## config.mk

```make
export PLATFORM = sky130hd
export DESIGN_NAME = rom_arbiter
export DESIGN_NICKNAME = d
export VERILOG_FILES = /design/src/rtl/rom_arbiter.sv
export SDC_FILE = /design/constraint.sdc
export NUM_CORES = 1
export LEC_CHECK = 0
export CAP_MARGIN = 30
export CORE_MARGIN = 2
export CORE_UTILIZATION = 45
export DETAILED_ROUTE_END_ITERATION = 16
export PLACE_DENSITY = 0.95
export SKIP_CTS_REPAIR_TIMING = 1
export SLEW_MARGIN = 0
export SYNTH_ARGS = -nofsm -noshare
export SYNTH_HDL_FRONTEND = slang
export SYNTH_SLANG_ARGS = --single-unit
```

## constraint.sdc

```tcl
create_clock -name clk -period 4.1 [get_ports clk]
set_input_delay 0.41 -clock clk [delete_from_list [all_inputs] [get_ports clk]]
set_output_delay 0.41 -clock clk [all_outputs]
set_load 0.01 [all_outputs]
```

## src/rtl/rom_arbiter.sv

```systemverilog
// Two-master round-robin ROM read arbiter: IDLE->ISSUE->WAIT->DONE, ack 3 cycles after req sampled (1 access / 4 cycles).
// Masters hold req until ack; a slow ROM is bounded by TIMEOUT wait cycles and then completes with err and zero data.
module rom_arbiter #(
    parameter int TIMEOUT = 4
) (
    input  logic        clk,
    input  logic        rst,
    input  logic        m0_req,
    input  logic        m1_req,
    input  logic [11:0] m0_addr,
    input  logic [11:0] m1_addr,
    output logic        m0_ack,
    output logic        m1_ack,
    output logic        m0_err,
    output logic        m1_err,
    output logic [31:0] rdata,
    output logic        rom_cs,
    output logic        rom_as,
    output logic [11:0] rom_addr,
    input  logic [31:0] rom_data,
    input  logic        rom_rdy
);

    typedef enum logic [1:0] {
        S_IDLE  = 2'd0,
        S_ISSUE = 2'd1,
        S_WAIT  = 2'd2,
        S_DONE  = 2'd3
    } state_t;

    localparam logic [3:0] TMO = 4'(TIMEOUT);

    state_t     r_state;
    logic       r_grant;
    logic       r_last_grant;
    logic [3:0] r_timer;

    logic       w_any_req;
    logic       w_grant;
    logic [3:0] w_timer_nxt;

    // Contention goes to the master that did not win last time; 1 = master 1.
    always_comb begin
        w_any_req   = m0_req | m1_req;
        w_grant     = (m0_req && m1_req) ? ~r_last_grant : m1_req;
        w_timer_nxt = r_timer + 4'd1;
    end

    // rom_addr doubles as the latched request address, so it holds outside ISSUE.
    always_ff @(posedge clk or negedge rst) begin
        if (!rst) begin
            r_state      <= S_IDLE;
            r_grant      <= 1'b0;
            r_last_grant <= 1'b1;
            r_timer      <= 4'd0;
            m0_ack       <= 1'b0;
            m1_ack       <= 1'b0;
            m0_err       <= 1'b0;
            m1_err       <= 1'b0;
            rdata        <= 32'h0;
            rom_cs       <= 1'b0;
            rom_as       <= 1'b0;
            rom_addr     <= 12'h0;
        end else begin
            case (r_state)
                S_IDLE: begin
                    if (w_any_req) begin
                        r_grant      <= w_grant;
                        r_last_grant <= w_grant;
                        rom_addr     <= w_grant ? m1_addr : m0_addr;
                        rom_cs       <= 1'b1;
                        rom_as       <= 1'b1;
                        r_state      <= S_ISSUE;
                    end
                end
                S_ISSUE: begin
                    rom_cs  <= 1'b0;
                    rom_as  <= 1'b0;
                    r_timer <= 4'd0;
                    r_state <= S_WAIT;
                end
                S_WAIT: begin
                    if (rom_rdy) begin
                        rdata   <= rom_data;
                        m0_ack  <= ~r_grant;
                        m1_ack  <= r_grant;
                        m0_err  <= 1'b0;
                        m1_err  <= 1'b0;
                        r_state <= S_DONE;
                    end else begin
                        r_timer <= w_timer_nxt;
                        if (w_timer_nxt == TMO) begin
                            rdata   <= 32'h0;
                            m0_ack  <= ~r_grant;
                            m1_ack  <= r_grant;
                            m0_err  <= ~r_grant;
                            m1_err  <= r_grant;
                            r_state <= S_DONE;
                        end
                    end
                end
                S_DONE: begin
                    m0_ack  <= 1'b0;
                    m1_ack  <= 1'b0;
                    m0_err  <= 1'b0;
                    m1_err  <= 1'b0;
                    r_state <= S_IDLE;
                end
            endcase
        end
    end

endmodule
```

# Word level (Yosys, flattened, before mapping)
# Cells that the tools add are included.
[word_totals]
register_bits = 57
input_bits = 61
out_inout_bits = 50
wordCells = 56
[classes]
addsub = 1
n_eq_ne = 7
mux = 22
bitwise = 3
n_reduce_logical = 12
[op_table]
columns = ["cell", "count"]
rows = [
  ["$mux 32", 2],
  ["$mux 12", 1],
  ["$reduce_and 2->1", 6],
  ["$pmux 1 s2", 5],
  ["$mux 1", 8],
  ["$pmux 2 s4", 1],
  ["$pmux 4 s2", 1],
  ["$reduce_bool 2->1", 4],
  ["$mux 2", 3],
  ["$add 4x1->4 const B", 1],
  ["$eq 2x2->1 const B", 2],
  ["$eq 4x3->1 const B", 1],
  ["$mux 4", 1],
  ["$ne 2x2->1 const B", 2],
  ["$ne 3x3->1 const B", 1],
  ["$eq 2x1->1 const B", 1],
  ["$logic_not 2->1", 1],
  ["$not 1->1", 2],
  ["$logic_and 1x1->1", 1],
  ["$or 1x1->1", 1],
]

# Logic depth before layout (Yosys ltp)
[logic_depth]
depth_word = 5
mapped_depth = 6

# Worst setup path before layout
# Ideal clock, no wire load.
[synth_timing]
path_type = "reg-to-reg"
startpoint = "register r_timer[0]"
endpoint = "register rdata[17]"
setup_ps = 121
arrival_time_ps = 1544
required_ps = 3979
path_slack_ps = 2435
stages_incl_launch_ff = 7
period_less_slack_ps = 1665
cell_sequence = "dfrtp_1 > ha_1 > a211o_1 > a21oi_2 > o31ai_4 > buf_6 > a22o_2"
[synth_between]
elab_chain_cells = 4
[synth_lines]
columns = ["element", "line", "text"]
rows = [
  ["start, declared", "36", "logic [3:0] r_timer;"],
  ["start signal, assigned", "91", "r_timer <= w_timer_nxt;"],
  ["$add 4x1->4", "46", "w_timer_nxt = r_timer + 4'd1;"],
  ["$eq 4x3->1", "92", "if (w_timer_nxt == TMO) begin"],
  ["$reduce_bool 2->1 (no source line)", "-", ""],
  ["$reduce_and 2->1 (no source line)", "-", ""],
  ["end signal, assigned", "84", "rdata <= rom_data;"],
  ["end, declared", "16", "output logic [31:0] rdata,"],
]
# Every way passes these cells.
# A chain may end at the register's enable or synchronous reset.

# Worst setup path after layout
[layout_timing]
startpoint = "register r_timer[0]"
endpoint = "register rdata[10]"
# The elaborated chain is that of the path after synthesis.

==> run_results.csv <==
group,metric,value,unit
place,place.gp.congestion,0.8116,
synthesis,synth_async_sr_flop_share,100.0,%
sta,setup_viol,0,
sta,final-max-slew-violation-count,0,
clock_network,cts_tree,"done",
synthesis,yosys.area.top_type_share,56.94,%
global_routing,track_usage,20.41,%
layout,antennaDiodeCount,0,
power_and_ir_drop,power,2.837,mW
sta,relSlewSlack,39.49,%
global_routing,grt_overflow_total,0,
die,io_pins,111,
power_and_ir_drop,powerDensity,741.2,mW/mm^2
layout,nets,369,
synthesis,ys_ff_latch,57,
power_and_ir_drop,leakage,1.704,nW
synthesis,synth_edf_count,0,
sta,period_share,50.26,%
synthesis,ys_warn_count,0,
layout,final_cells,375,
power_and_ir_drop,peakVddDrop,0.4319,mV
sta,final.setup.tns,0,ns
die,initial_core_util,47.28,%
global_routing,antenna_found_initial,0,
setup_path,worstPathArrival,2.32,ns
synthesis,synth_nets,257,
synthesis,seq_area_frac_synth,58.01,%
sta,clock_skew,0.01123,ns
global_routing,grt_first_pass_wirelength,9597,um
synthesis,yosys-top-cells-area,"dfrtp_1 57%, a22o_2 11%, mux2i_1 4.9%, a22o_1 3.2%, ha_1 3.1%",
clock_network,path_clk_slew,0.07,ns
layout,drive_above_1_share,18.36,%
place,place_hpwl,4209,um
setup_path,reg2reg_to,"rdata[10]$_DFFE_PN0P_",
setup_path,r2r-start,"r_timer[0]$_DFFE_PN0P_",
die,die_x,77.96,um
sta,tightest_slew,0.9024,ns
synthesis,synth.largest_area_cell,"dfrtp_1",
clock_network,numCtsBuffers,9,
outcome,outcome,"finished clean",
clock_network,cts_buffer_depth,2,
route,num_vias,1959,
sta,rsz0062_at_grt,"false",
route,wirelength,5929,um
setup_path,worstSetupPathType,"flip-flop to flip-flop",
route,drt_pass1_iterations,4,
global_routing,grt_pass1_vias,1994,
sta,fmax,0.4853,GHz
synthesis,syn-cell-area,0.002461,sq mm
sta,hold_violations,0,
clock_network,ctsHtreeMaxLevel,3,
die,die_area,0.006077,sq mm
layout,syn_to_final_growth,55.52,%
sta,finalCriticalPeriod,2.061,ns
clock_network,clock_latency,0.32,ns
synthesis,synth_cell_type_count,33,
setup_path,end_kind,"flip-flop",
setup_path,ff2ff_setup_slack,2.04,ns
run,max_cap_violations,0,
route,post_drt_wl_per_cell,15.81,um
place,dp.cells,361,
synthesis,avgSynthCellArea,12.95,sq um
setup_path,slowest_stage,"dfrtp_1",
route,drc,0,
synthesis,synth_ff_type,"dfrtp_1",
route,routed_via_density,5.224,
setup_path,rr_worst_depth,6,
route,first_iter_violations,62,
place,port_buffers,110,
die,coreArea,0.005205,sq mm
setup_path,start_kind,"flip-flop",
route,antenna_left,0,
setup_path,critPathMaxFanout,25,
setup_path,cp.required,4.36,ns
die,rows,26,
clock_network,cts_sinks,57,
clock_network,clockRootBuffer,"clkbuf_8",
setup_path,cp_cell_sequence,"ha_1, nand4b_1, a21oi_2, o31ai_4, buf_4, a22o_2",
global_routing,grt_max_degree,58,
synthesis,syn_inst,190,
die,die_y,77.96,um
hold_path,hold_class,"input port to async pin",
setup_path,cpPeakStageDelay,0.47,ns
[kinds of logic after synthesis]
group,count (synthesis),share of synthesized area (%)
AND/OR/NAND/NOR,32,6.152
AO/OA/AOI/OAI,61,21.30
adder cells (fa/ha/maj),6,3.050
flip-flops,57,58.01
multiplexers,16,6.711
buffers and inverters,15,3.711
XOR/XNOR,3,1.068
[metal layers]
layer	global-route usage [%]	routed length (um)	vias up
met2	31.98	2760	98
met5	0	0	-
li1	-	-	919
met3	6.047	453	10
met1	26.73	2621	932
met4	7.895	93	0
[critical path, delay by kind of cell, from the launching register on]
family                     cells  cell delay, ns
adders and majority gates      1            0.27
AOI/OAI and AO/OA              3            0.72
buffers and inverters          1            0.36
DFF                            1            0.47
and+or+nand+nor                1            0.18
[how the worst max path moves through the flow]
| stage | from | to | slack, ns | depth (start not counted) |
|---|---|---|---|---|
| final | r_timer[0]$_DFFE_PN0P_ | rdata[10]$_DFFE_PN0P_ | 2.04 | 6 |
| after global placement | rom_rdy | rdata[9]$_DFFE_PN0P_ | 1.74 | 3 |
| after floorplan | r_timer[0]$_DFFE_PN0P_ | rdata[17]$_DFFE_PN0P_ | 2.43 | 6 |
| after detailed placement | m1_req | rom_addr[0]$_DFFE_PN0P_ | 1.89 | 4 |
| after CTS | r_timer[0]$_DFFE_PN0P_ | rdata[0]$_DFFE_PN0P_ | 2.04 | 6 |
| after global routing | r_timer[0]$_DFFE_PN0P_ | rdata[25]$_DFFE_PN0P_ | 1.94 | 6 |
[power by group]
group / total, mW / internal (mW) / switching [mW]
clock network: 0.572 / 0.368 / 0.205
logic: 1.27 / 0.754 / 0.516
registers: 0.995 / 0.828 / 0.167
[Yosys cell counts, drive strengths merged (2+ instances only)]
cell     count
o21ai       13
nand3        2
o2bb2ai      3
mux2         4
nand2b       2
inv          2
mux2i       12
clkbuf       6
nand2       15
ha           6
dfrtp       56
nor2         6
xnor2        3
nand4b       2
a22o        37
a21oi        3
buf          7
[metrics by stage]
step	setup WS (ns)	util, %	hold slack, ns	instance area (sq um)
global route	1.938	73.53	0.2696	3827
floorplan	2.435	-	0.1144	2461
CTS	2.040	73.53	0.2335	3827
global placement	1.743	68.85	0.4600	3583
detailed placement	1.893	69.38	0.4693	3611
finish	2.039	73.53	0.2123	3827
[layout by cell type, fill, tap and decap left out, types with 2 or more instances in the layout]
cell,count
clkdlybuf4s50_1,109
dfrtp_1,56
a22o_2,28
nand2_1,15
mux2i_1,12
o21ai_0,12
clkbuf_8,11
a22o_1,9
nor2_1,6
ha_1,6
mux2_2,4
xnor2_1,3
o2bb2ai_1,3
buf_4,3
inv_1,2
nand2b_1,2
nand4b_1,2
nand3_1,2
a21oi_1,2
bufinv_16,2
[layout make-up]
cell class	instances	area, sq um
Inverter	2	7.507
Tap cell	70	87.58
Fill cell	388	1378
Clock inverter	3	65.06
Clock buffer	11	151.4
Multi-Input combinational cell	118	942.2
Timing Repair Buffer	114	1146
Sequential cell	57	1428
[state kept, by name (all words and copies together), names as in the netlist]
signal        flops
m0_ack            1
m0_err            1
rom_addr         12
r_timer           4
rdata            32
r_state           2
m1_ack            1
r_last_grant      1
rom_as            1
m1_err            1
r_grant           1
Note: power is estimated with default switching activity, not from simulation.
